`config.mk`:
```
export PLATFORM = sky130hd
export DESIGN_NAME = uart_cmd_rx
export DESIGN_NICKNAME = d
export VERILOG_FILES = /design/src/rtl/radiometer_pkg.sv /design/src/rtl/uart_rx_byte.sv /design/src/rtl/uart_cmd_rx.sv
export SDC_FILE = /design/constraint.sdc
export NUM_CORES = 1
export LEC_CHECK = 0
export ABC_AREA = 0
export ABC_CLOCK_PERIOD_IN_PS = 3500
export CAP_MARGIN = 10
export CORE_MARGIN = 3
export CORE_UTILIZATION = 48
export DETAILED_ROUTE_END_ITERATION = 10
export PLACE_DENSITY_LB_ADDON = 0.2
export SKIP_CTS_REPAIR_TIMING = 1
export SYNTH_ARGS = -nofsm -noshare
export SYNTH_HDL_FRONTEND = slang
export SYNTH_HIERARCHICAL = 1
export SYNTH_SLANG_ARGS = --single-unit
```
`constraint.sdc`:
```
create_clock -name clk -period 3.5 [get_ports clk]
set_input_delay 0.875 -clock clk [delete_from_list [all_inputs] [get_ports clk]]
set_output_delay 0.875 -clock clk [all_outputs]
set_load 0.01 [all_outputs]
```
`src/rtl/radiometer_pkg.sv`:
```
// Shared definitions for the radiometer back end command path:
// packet header default, FSM state encodings, register map and checksum helper.
package radiometer_pkg;

   localparam logic [7:0] SYNC_BYTE_DEF  = 8'hA5;

   localparam logic [7:0] ADDR_SW_PERIOD = 8'h01;
   localparam logic [7:0] ADDR_INT_LEN   = 8'h02;
   localparam logic [7:0] ADDR_UART_EN   = 8'h03;

   typedef enum logic [2:0] {
      PS_SYNC = 3'd0,
      PS_ADDR = 3'd1,
      PS_DHI  = 3'd2,
      PS_DLO  = 3'd3,
      PS_CHK  = 3'd4
   } parser_state_e;

   typedef enum logic [1:0] {
      RX_IDLE  = 2'd0,
      RX_START = 2'd1,
      RX_DATA  = 2'd2,
      RX_STOP  = 2'd3
   } rx_state_e;

   // Packet check byte: XOR of address and both data bytes.
   function automatic logic [7:0] cmd_checksum(input logic [7:0] addr,
                                               input logic [7:0] dhi,
                                               input logic [7:0] dlo);
      return addr ^ dhi ^ dlo;
   endfunction

endpackage

```
`src/rtl/uart_rx_byte.sv`:
```
// 8N1 byte receiver: two-flop synchroniser, start-edge detect, mid-bit sampling.
// byte_valid / frame_err are single-cycle registered pulses after the stop sample.
module uart_rx_byte
   import radiometer_pkg::*;
#(
   parameter int CLKS_PER_BIT = 868
) (
   input  logic       clk,
   input  logic       rst,
   input  logic       rxd,
   output logic       byte_valid,
   output logic [7:0] byte_data,
   output logic       frame_err,
   output logic       busy
);

   localparam int            CW       = $clog2(CLKS_PER_BIT);
   localparam logic [CW-1:0] CNT_LAST = CW'(CLKS_PER_BIT - 1);
   localparam logic [CW-1:0] CNT_HALF = CW'(CLKS_PER_BIT / 2);

   logic          sync1_q;
   logic          sync2_q;
   logic          prev_q;
   rx_state_e     state_q;
   logic [CW-1:0] cnt_q;
   logic [2:0]    bit_q;
   logic [7:0]    shift_q;
   logic [7:0]    byte_data_q;
   logic          byte_valid_q;
   logic          frame_err_q;

   // Synchronise the idle-high line and keep one cycle of history for edge detection.
   always_ff @(posedge clk) begin
      if (rst) begin
         sync1_q <= 1'b1;
         sync2_q <= 1'b1;
         prev_q  <= 1'b1;
      end else begin
         sync1_q <= rxd;
         sync2_q <= sync1_q;
         prev_q  <= sync2_q;
      end
   end

   // Byte FSM: wait for a falling edge, confirm start mid-bit, shift LSB first, check stop.
   always_ff @(posedge clk) begin
      if (rst) begin
         state_q      <= RX_IDLE;
         cnt_q        <= {CW{1'b0}};
         bit_q        <= 3'd0;
         shift_q      <= 8'h00;
         byte_data_q  <= 8'h00;
         byte_valid_q <= 1'b0;
         frame_err_q  <= 1'b0;
      end else begin
         byte_valid_q <= 1'b0;
         frame_err_q  <= 1'b0;
         case (state_q)
            RX_IDLE: begin
               cnt_q <= {CW{1'b0}};
               bit_q <= 3'd0;
               if (prev_q && !sync2_q) begin
                  state_q <= RX_START;
               end
            end
            RX_START: begin
               if (cnt_q == CNT_HALF) begin
                  cnt_q <= {CW{1'b0}};
                  // A line already back high is a glitch, not a start bit.
                  state_q <= sync2_q ? RX_IDLE : RX_DATA;
               end else begin
                  cnt_q <= cnt_q + 1'b1;
               end
            end
            RX_DATA: begin
               if (cnt_q == CNT_LAST) begin
                  cnt_q   <= {CW{1'b0}};
                  shift_q <= {sync2_q, shift_q[7:1]};
                  if (bit_q == 3'd7) begin
                     state_q <= RX_STOP;
                  end else begin
                     bit_q <= bit_q + 1'b1;
                  end
               end else begin
                  cnt_q <= cnt_q + 1'b1;
               end
            end
            RX_STOP: begin
               if (cnt_q == CNT_LAST) begin
                  // Leave straight after the sample so a back-to-back start edge is seen.
                  state_q <= RX_IDLE;
                  if (sync2_q) begin
                     byte_valid_q <= 1'b1;
                     byte_data_q  <= shift_q;
                  end else begin
                     frame_err_q <= 1'b1;
                  end
               end else begin
                  cnt_q <= cnt_q + 1'b1;
               end
            end
            default: begin
               state_q <= RX_IDLE;
            end
         endcase
      end
   end

   assign byte_valid = byte_valid_q;
   assign byte_data  = byte_data_q;
   assign frame_err  = frame_err_q;
   assign busy       = (state_q != RX_IDLE);

endmodule

```
`src/rtl/uart_cmd_rx.sv`:
```
// Host command receiver: frames UART bytes into SYNC/ADDR/DHI/DLO/CHK packets,
// verifies the XOR checksum and issues a one-cycle configuration write.
module uart_cmd_rx
   import radiometer_pkg::*;
#(
   parameter int         CLKS_PER_BIT = 868,
   parameter int         TIMEOUT_BITS = 20,
   parameter logic [7:0] SYNC_BYTE    = SYNC_BYTE_DEF
) (
   input  logic        clk,
   input  logic        rst,
   input  logic        uart_rxd,
   output logic        cfg_wr,
   output logic [7:0]  cfg_addr,
   output logic [15:0] cfg_data,
   output logic        frame_err,
   output logic        chk_err,
   output logic        rx_busy
);

   localparam int            TO_CYCLES = TIMEOUT_BITS * CLKS_PER_BIT;
   localparam int            TW        = $clog2(TO_CYCLES + 1);
   localparam logic [TW-1:0] TO_LAST   = TW'(TO_CYCLES);

   logic          rx_valid_s;
   logic [7:0]    rx_data_s;
   logic          rx_frame_err_s;
   logic          rx_busy_s;

   parser_state_e state_q;
   logic [TW-1:0] to_cnt_q;
   logic [7:0]    addr_q;
   logic [7:0]    dhi_q;
   logic [7:0]    dlo_q;
   logic          cfg_wr_q;
   logic [7:0]    cfg_addr_q;
   logic [15:0]   cfg_data_q;
   logic          chk_err_q;
   logic          rx_busy_q;

   uart_rx_byte #(
      .CLKS_PER_BIT (CLKS_PER_BIT)
   ) u_rx (
      .clk        (clk),
      .rst        (rst),
      .rxd        (uart_rxd),
      .byte_valid (rx_valid_s),
      .byte_data  (rx_data_s),
      .frame_err  (rx_frame_err_s),
      .busy       (rx_busy_s)
   );

   // Packet parser with inter-byte timeout and registered write/error outputs.
   always_ff @(posedge clk) begin
      if (rst) begin
         state_q    <= PS_SYNC;
         to_cnt_q   <= {TW{1'b0}};
         addr_q     <= 8'h00;
         dhi_q      <= 8'h00;
         dlo_q      <= 8'h00;
         cfg_wr_q   <= 1'b0;
         cfg_addr_q <= 8'h00;
         cfg_data_q <= 16'h0000;
         chk_err_q  <= 1'b0;
         rx_busy_q  <= 1'b0;
      end else begin
         cfg_wr_q  <= 1'b0;
         chk_err_q <= 1'b0;
         rx_busy_q <= rx_busy_s || (state_q != PS_SYNC);
         if (rx_frame_err_s) begin
            state_q  <= PS_SYNC;
            to_cnt_q <= {TW{1'b0}};
         end else if (rx_valid_s) begin
            to_cnt_q <= {TW{1'b0}};
            case (state_q)
               PS_SYNC: begin
                  state_q <= (rx_data_s == SYNC_BYTE) ? PS_ADDR : PS_SYNC;
               end
               PS_ADDR: begin
                  addr_q  <= rx_data_s;
                  state_q <= PS_DHI;
               end
               PS_DHI: begin
                  dhi_q   <= rx_data_s;
                  state_q <= PS_DLO;
               end
               PS_DLO: begin
                  dlo_q   <= rx_data_s;
                  state_q <= PS_CHK;
               end
               PS_CHK: begin
                  state_q <= PS_SYNC;
                  if (cmd_checksum(addr_q, dhi_q, dlo_q) == rx_data_s) begin
                     cfg_wr_q   <= 1'b1;
                     cfg_addr_q <= addr_q;
                     cfg_data_q <= {dhi_q, dlo_q};
                  end else begin
                     chk_err_q <= 1'b1;
                  end
               end
               default: begin
                  state_q <= PS_SYNC;
               end
            endcase
         end else if (state_q != PS_SYNC) begin
            // Silently abandon a partial packet once the host goes quiet too long.
            if (to_cnt_q == TO_LAST) begin
               state_q  <= PS_SYNC;
               to_cnt_q <= {TW{1'b0}};
            end else begin
               to_cnt_q <= to_cnt_q + 1'b1;
            end
         end else begin
            to_cnt_q <= {TW{1'b0}};
         end
      end
   end

   assign cfg_wr    = cfg_wr_q;
   assign cfg_addr  = cfg_addr_q;
   assign cfg_data  = cfg_data_q;
   assign frame_err = rx_frame_err_s;
   assign chk_err   = chk_err_q;
   assign rx_busy   = rx_busy_q;

endmodule

```
==> results.md <==
* FF/Latch Area at 2100 um2
* RSZ-0062 raised after global routing: false
* I/O Buffers at 30
* Pwr Density at 389 nW/um2
* CP required at 3.79 ns
* Setup violators final at 0
* Final HPWL DP at 6.00 mm
* Min cycle time layout at 2.20 ns
* # rows at 35
* Largest net degree at the start of global routing at 68
* DR pass1 iterations at 5
* Synth warnings at 6
* Area Overhead vs Synth at 12.1%
* Nets at 509
* Total CTS buffers at 9
* Antenna violations before repair at 0
* Post-placement cell area at 5040 um2
* Async SR Flop Fraction at 0%
* Crit. End Element: flop
* Post-synth EDFFs at 0
* # Max-Cap Violations at 0
* RePlAce Congestion at 0.730
* Routed WL per cell at 13.7 um
* Global-route wire length before repair at 14.9 mm
* Synthesized cell area at 4680 um2
* Slew @ Worst Pin at 0.752 ns
* Hold Path Origin: u_rx/sync1_q
* Syn Nets at 486
* Total GRT Usage at 16.5%
* Synth Register Bits at 105
* Most frequent cells in the layout: dfxtp_1 (105), nor2_1 (76), mux2i_1 (66), nand2b_1 (50), clkdlybuf4s50_1 (29)
* Post-route antenna net violation count at 0
* Reg-to-Reg Start: u_rx/byte_data[4]
* Die ar. at 11,000 um2
* F_max at 0.454 GHz
* Layout cells sized above 1 at 6.34%
* Initial Util at 49.9%
* Cell area after layout at 5250 um2
* Worst Path Max Fanout at 25
* Multi-input logic area at 2420 um2
* Max VDD drop at 212 uV
* Layout filler cell count at 895
* Seq/Total Area, Yosys at 44.9%
* Worst slew margin at 49.5%
* Critical path arrival at 2.50 ns
* Commonest non-fill, non-tap cell in the layout: dfxtp_1
* DRC viols at 0
* Worst hold path class: flop to flop
* Clock H-tree levels at 3
* Leak at 1.80 nW
* Mapped Avg Cell Area at 9.81 um2
* Kind of critical path: flop to flop
* Post-route setup TNS at 0 ns
* Post-Route Skew at 0.0166 ns
* Final Worst Setup Slack at 1.30 ns
* Post-Route WL at 8.66 mm
* Clock-pin slew on the worst setup and hold paths at 0.10 ns
* Global route total overflow at 0
* Vias in the first global route at 3,111
* Synth Instances at 477
* CTS tree: yes
* CP Launch Point: u_rx/byte_data[4]
* Worst-Skew Late Latency at 0.36 ns
* Worst setup SP type: flop
* 1st-iter DRT viols at 108
* Root Buffer: clkbuf_8
* Io pins at 31
* Via count of the routed design at 3,219
* Chip Height at 105 um
* Dpl ws at 1.20 ns
* DIE WIDTH at 105 um
* Placeable Area at 9370 um2
* Yosys cell types at 50
* Outcome: finished, final reports clean
* CTS Sinks at 105
* Buffer depth of the longest clock path at 2
* Max Slew Vio Count at 0
* Part of the cycle the worst path needs at 63.0%
* Antenna cells at 0
* Synth Flop Type: dfxtp_1
* Vias per inst at 5.08
* Fin. Hold Viols at 0
[cell type report]
class / count / area share (%)
Inverter: 10 / 0.715
Clock inverter: 5 / 1.50
Timing Repair Buffer: 33 / 6.06
Clock buffer: 11 / 2.50
Sequential cell: 105 / 40.1
Tap cell: 129 / 3.08
Multi-Input combinational cell: 341 / 46.1
[sequential cells by signal, indices dropped and copies added (netlist names), 3 cells and up, named ones only]
register and flops:
state_q 3, to_cnt_q 15, cfg_addr 8, cfg_data 16, u_rx/shift_q 8, u_rx/byte_data 8, dhi_q 8, u_rx/cnt_q 10
addr_q 8, dlo_q 8, u_rx/bit_q 3
[metal layers]
layer  vias to the layer above  track usage (%)  part of all wire (%)
met1                      1514             23.2                    51
met5                         -                0                     0
met2                        45             25.2                    45
met3                         8             3.21                   2.8
met4                         0             5.72                   1.1
li1                       1652                -                     -
[per-stage QoR]
| stage | std cells | hold slack (ns) | power [W] | util, % |
|---|---|---|---|---|
| 2_1_floorplan | 477 | 0.389 | 0.00126 | - |
| 3_5_place_dp | 618 | 0.400 | 0.00127 | 53.7 |
| 5_1_grt | 634 | 0.414 | 0.00213 | 56.0 |
| 4_1_cts | 634 | 0.417 | 0.00207 | 56.0 |
| 6_report | 634 | 0.409 | 0.00204 | 56.0 |
| 3_3_place_gp | 618 | 0.392 | 0.00127 | 53.7 |
[logic make-up after synthesis]
logic type	count (synthesis)	synth area share (%)
flip-flops	105	44.9
buffers and inverters	31	3.42
AO/OA/AOI/OAI	19	3.10
XOR/XNOR	45	8.42
multiplexers	68	14.6
AND/OR/NAND/NOR	203	23.9
adder cells (fa/ha/maj)	6	1.60
[power breakdown]
group / leakage [nW] / internal [W] / total (W) / switching (W)
clock network: 0.108 / 0.000404 / 0.000802 / 0.000397
logic: 0.848 / 0.0000168 / 0.0000374 / 0.0000206
registers: 0.846 / 0.00120 / 0.00120 / 0.00000378
total: 1.80 / 0.00162 / 0.00204 / 0.000422
[cell usage after synthesis (2+ instances only)]
| cell | number | area share [%] |
|---|---|---|
| dfxtp_1 | 105 | 45 |
| nor2_1 | 76 | 6.1 |
| mux2i_1 | 66 | 14 |
| nand2b_1 | 50 | 6.7 |
| xnor2_1 | 26 | 4.9 |
| xor2_1 | 19 | 3.6 |
| clkbuf_1 | 15 | 1.2 |
| nand2_1 | 14 | 1.1 |
| nand3_1 | 14 | 1.5 |
| inv_1 | 10 | 0.80 |
| and3_1 | 6 | 0.80 |
| ha_1 | 6 | 1.6 |
| nand4_1 | 5 | 0.67 |
| nor3_1 | 5 | 0.53 |
| or2_2 | 5 | 0.67 |
| a21oi_1 | 4 | 0.43 |
| nor2b_1 | 4 | 0.53 |
| and4b_1 | 3 | 0.64 |
| buf_2 | 3 | 0.32 |
| nand4bb_1 | 3 | 0.72 |
| and4_1 | 2 | 0.37 |
| buf_12 | 2 | 0.86 |
| nor3b_1 | 2 | 0.32 |
| nor4_1 | 2 | 0.27 |
| nor4_4 | 2 | 0.91 |
| nor4b_1 | 2 | 0.37 |
| o21ai_0 | 2 | 0.21 |
| o21bai_1 | 2 | 0.32 |
[worst max-delay path: stages, from the launching register on]
cell,delay (ns)
dfxtp_1,0.52
xor2_1,0.24
xnor2_1,0.08
nor4_1,0.41
and4_1,0.25
buf_4,0.38
mux2i_1,0.25
[path summary, 6_finish.rpt]
kind	end	cells past startpoint	slack (ns)
max	cfg_data[3]	6	1.30
min	u_rx/sync2_q	1	0.41
max reg2reg	cfg_data[3]	6	1.30
min reg2reg	u_rx/sync2_q	1	0.41
Power figures use the tool's default switching activity.
==> edit 1: new RTL, config.mk and constraints unchanged <==
Change the parameter `TIMEOUT_BITS` from 20 to 10.
--- a/src/rtl/uart_cmd_rx.sv
+++ b/src/rtl/uart_cmd_rx.sv
@@ -5,5 +5,5 @@
 #(
    parameter int         CLKS_PER_BIT = 868,
-   parameter int         TIMEOUT_BITS = 20,
+   parameter int         TIMEOUT_BITS = 10,
    parameter logic [7:0] SYNC_BYTE    = SYNC_BYTE_DEF
 ) (
Function: no difference found for any inputs over 10 cycles, from zero or initial values and one cycle with rst high; that may be too few to reach the edited logic, so the function may still have changed.
==> edit 1 against the original RTL <==
Final area shrank 1.0%; critical path type is now flip-flop to output pin; critical endpoint is now frame_err; area after synthesis shrank 1.3%; largest power group unchanged; hold slack gained 0.0094 ns; setup slack gained 0.0069 ns; sequential share of layout area is essentially flat; power shrank 4.3%; wire length shrank 3.2%; sequential cell count shrank 1.
==> edit 1: results (changes against the original RTL) <==
status complete, no violations; Max VDD drop 0.1736 mV (-18%); synth cell count leaders dfxtp_1, nor2_1, mux2i_1; Netlist cell types 51 (+2.0%); total global-route track usage 0.1656 (+0.0009256); clock network area share 0.03565 (-0.004413); vias in the first global route 3136 (+0.80%); Register Area 2082 sq um (-0.95%); Pre-antenna DRT Iters 4 (-1); met2 Track Usage GR 0.2572 (+0.005134); Placer Congestion 0.7974 (+9.2%); FF-to-FF End cfg_data[9]$_SDFFE_PP0P_; met3 usage in global routing 0.03414 (+0.002022); met1 Resource Use GR 0.2276 (-0.004172); Least-Margin Pin Slew 0.7059 ns (-0.04649 ns); buffering overhead 0.06504 (+0.004467); maximum number of pins on one net before global-route repair 73 (+7.4%); Syn Nets 478 (-1.6%); CP endpoint frame_err; cell family with most CP delay buffers and inverters; reg-to-reg slack, setup 1.33 ns (+0.03 ns); detailed-placement wirelength estimate 5801 um (-3.2%); Switch Pwr 0.4192 mW (-0.60%); Initial DRC Count 105 (-2.8%); CP max-delay cell clkdlybuf4s50_1; critical path startpoint u_rx/frame_err$_SDFF_PP0_; synth top area cells dfxtp_1, mux2i_1, nand2b_1; clock tree buffer count of the final layout 10 (-1); Crit Path Max Fanout 5 (-80%); LEAKAGE 1.791 nW (-0.56%); met2 wire len 3718 um (-4.1%); count of plain and timing-repair buffers 34 (+3.0%); flops & latches, synth 104 (-0.95%); first-pass GRT wire length 14860 um (-0.28%); routed length on met1 4309 um (-3.0%); layout inverter count without the clock tree 8 (-2); Worst Setup End Kind output pin
[edit 1: power by group through the flow]
stage / clock (mW) / sequential [mW] / combinational, mW
after floorplan: 0 / 1.21 / 0.0301
after global placement: 0 / 1.22 / 0.0383
after detailed placement: 0 / 1.22 / 0.0384
after CTS: 0.748 / 1.19 / 0.0384
after global routing: 0.807 / 1.19 / 0.0416
final: 0.725 / 1.19 / 0.0376
[edit 1: logic make-up after synthesis]
family	count (synthesis)	share of synthesized area
AOI/OAI and AO/OA	19	0.03277
xor gates and xnor gates	44	0.08340
adders and majority gates	6	0.01625
buffers and inverters	28	0.03195
DFF	104	0.4506
muxes	68	0.1478
and+or+nand+nor	200	0.2372
[edit 1: worst min path at each step]
stage | from | to | slack, ns | cells after the start
finish | u_rx/sync1_q$_SDFF_PP1_ | u_rx/sync2_q$_SDFF_PP1_ | 0.42 | 1
global route | u_rx/sync1_q$_SDFF_PP1_ | u_rx/sync2_q$_SDFF_PP1_ | 0.44 | 1
CTS | u_rx/sync1_q$_SDFF_PP1_ | u_rx/sync2_q$_SDFF_PP1_ | 0.42 | 1
detailed placement | u_rx/sync1_q$_SDFF_PP1_ | u_rx/sync2_q$_SDFF_PP1_ | 0.40 | 1
global placement | u_rx/sync1_q$_SDFF_PP1_ | u_rx/sync2_q$_SDFF_PP1_ | 0.40 | 1
floorplan | u_rx/sync1_q$_SDFF_PP1_ | u_rx/sync2_q$_SDFF_PP1_ | 0.39 | 1
[edit 1: stage by stage]
step	std cells	setup slack, ns
2_1_floorplan	469	1.675
3_3_place_gp	612	1.309
3_5_place_dp	612	1.283
4_1_cts	627	1.256
5_1_grt	627	1.107
6_report	627	1.302
==> edit 2: new RTL, config.mk and constraints unchanged <==
Made on the original files. Encoding of `rx_state_e`: now one-hot (4 bits for 4 states).
--- a/src/rtl/radiometer_pkg.sv
+++ b/src/rtl/radiometer_pkg.sv
@@ -17,9 +17,9 @@
    } parser_state_e;
 
-   typedef enum logic [1:0] {
-      RX_IDLE  = 2'd0,
-      RX_START = 2'd1,
-      RX_DATA  = 2'd2,
-      RX_STOP  = 2'd3
+   typedef enum logic [3:0] {
+      RX_IDLE  = 4'b0001,
+      RX_START = 4'b0010,
+      RX_DATA  = 4'b0100,
+      RX_STOP  = 4'b1000
    } rx_state_e;
 
Behaviour: same outputs for any inputs over 10 cycles, from zero or initial values and one cycle with rst high; not proved beyond that.
==> edit 2 against the original RTL <==
Final area is 5.7% higher; maximum frequency shrank 9.4%; sequential cell count grew 2; die area grew 6.8%; global-route usage increased by 1.1 points; wire length up 13%; setup slack worse by 0.23 ns; area after synthesis increased by 7.2%; critical path depth stayed put.
Power is not compared: it rests on default switching activity, and its combinational part moved more than twofold at a synthesized area within 25%.
==> edit 2: results (changes against the original RTL) <==
status complete, no violations; WP data arrival 2.72 ns (+0.22 ns); Pre-antenna DRT Iters 4 (-1); layout cells sized above 1 0.06764 (+0.004275); WHS 0.4241 ns (+0.01465 ns); synth cell count leaders dfxtp_1, mux2i_1, nor2_1; wirelength, routed 9752 um (+13%); detailed-placement wirelength estimate 6627 um (+11%); reg-to-reg slack, setup 1.07 ns (-0.23 ns); Syn Nets 535 (+10%); compound-gate portion of the synthesized area 0.1043 (+0.07325); vias in the first global route 3379 (+8.6%); Post-Synth Adder-Cell Area 0.01497 (-0.001076); Least-Margin Pin Slew 0.6706 ns (-0.08178 ns); Netlist cell types 58 (+16%); synth top area cells dfxtp_1, mux2i_1, nand2b_1; Setup Skew 0.01049 ns (-0.006136 ns); maximum number of pins on one net before global-route repair 98 (+44%); Placer Congestion 0.8000 (+9.6%); Via density 5.306 (+4.5%); Fillers 900 (+0.56%); total global-route track usage 0.1755 (+0.01087); Initial DRC Count 208 (+93%); register area share after synthesis 0.4270 (-0.02216); mux contribution to synthesized area 0.1137 (-0.03225)
edit 2: path summary, 6_finish.rpt:
check / to / depth (start not counted)
max: cfg_data[1]$_SDFFE_PP0P_ / 6
min: u_rx/sync2_q$_SDFF_PP1_ / 1
max reg2reg: cfg_data[1]$_SDFFE_PP0P_ / 6
min reg2reg: u_rx/sync2_q$_SDFF_PP1_ / 1
edit 2: per-stage QoR:
step / area (sq um) / setup WS, ns / util / cells / power [mW]
finish: 5543 / 1.067 / 0.5568 / 680 / 2.258
global route: 5543 / 0.8218 / 0.5568 / 680 / 2.354
CTS: 5543 / 1.035 / 0.5568 / 680 / 2.277
detailed placement: 5349 / 1.048 / 0.5373 / 664 / 1.532
global placement: 5349 / 1.128 / 0.5373 / 664 / 1.525
floorplan: 5016 / 1.632 / - / 526 / 1.471
edit 2: cells by family (layout without fill, tap and decap cells):
group | count (synthesis) | count (layout)
buffers and inverters | 41 | 62
AOI/OAI and AO/OA | 73 | 73
DFF | 107 | 107
muxes | 57 | 57
and+or+nand+nor | 204 | 204
adders and majority gates | 6 | 6
xor gates and xnor gates | 38 | 38
edit 2: per-layer routing:
layer  part of all wire  global-route usage  vias up
met5                  0                   0        -
met4             0.0093             0.06041        0
met3              0.037             0.03104        5
met2               0.43              0.2598       43
met1               0.52              0.2572     1692
li1                   -                   -     1868
edit 2: power groups by stage:
stage	logic (mW)	clock network (mW)	registers, mW
after detailed placement	0.238	0	1.29
after global routing	0.262	0.819	1.27
after CTS	0.239	0.772	1.27
after global placement	0.232	0	1.29
after floorplan	0.196	0	1.27
final	0.239	0.751	1.27
edit 2: cell type report:
class,count,share of cell area
Clock inverter,5,0.009481
Inverter,12,0.008126
Multi-Input combinational cell,378,0.4795
Tap cell,133,0.03002
Sequential cell,107,0.3865
Timing Repair Buffer,34,0.06095
Clock buffer,11,0.02551
edit 2: critical path, stage by stage (launching register included):
cell and delay (ns):
dfxtp_1 0.44, xor2_1 0.20, xnor2_1 0.08, nor4_1 0.34, and4_1 0.69, buf_4 0.38
mux2i_1 0.22
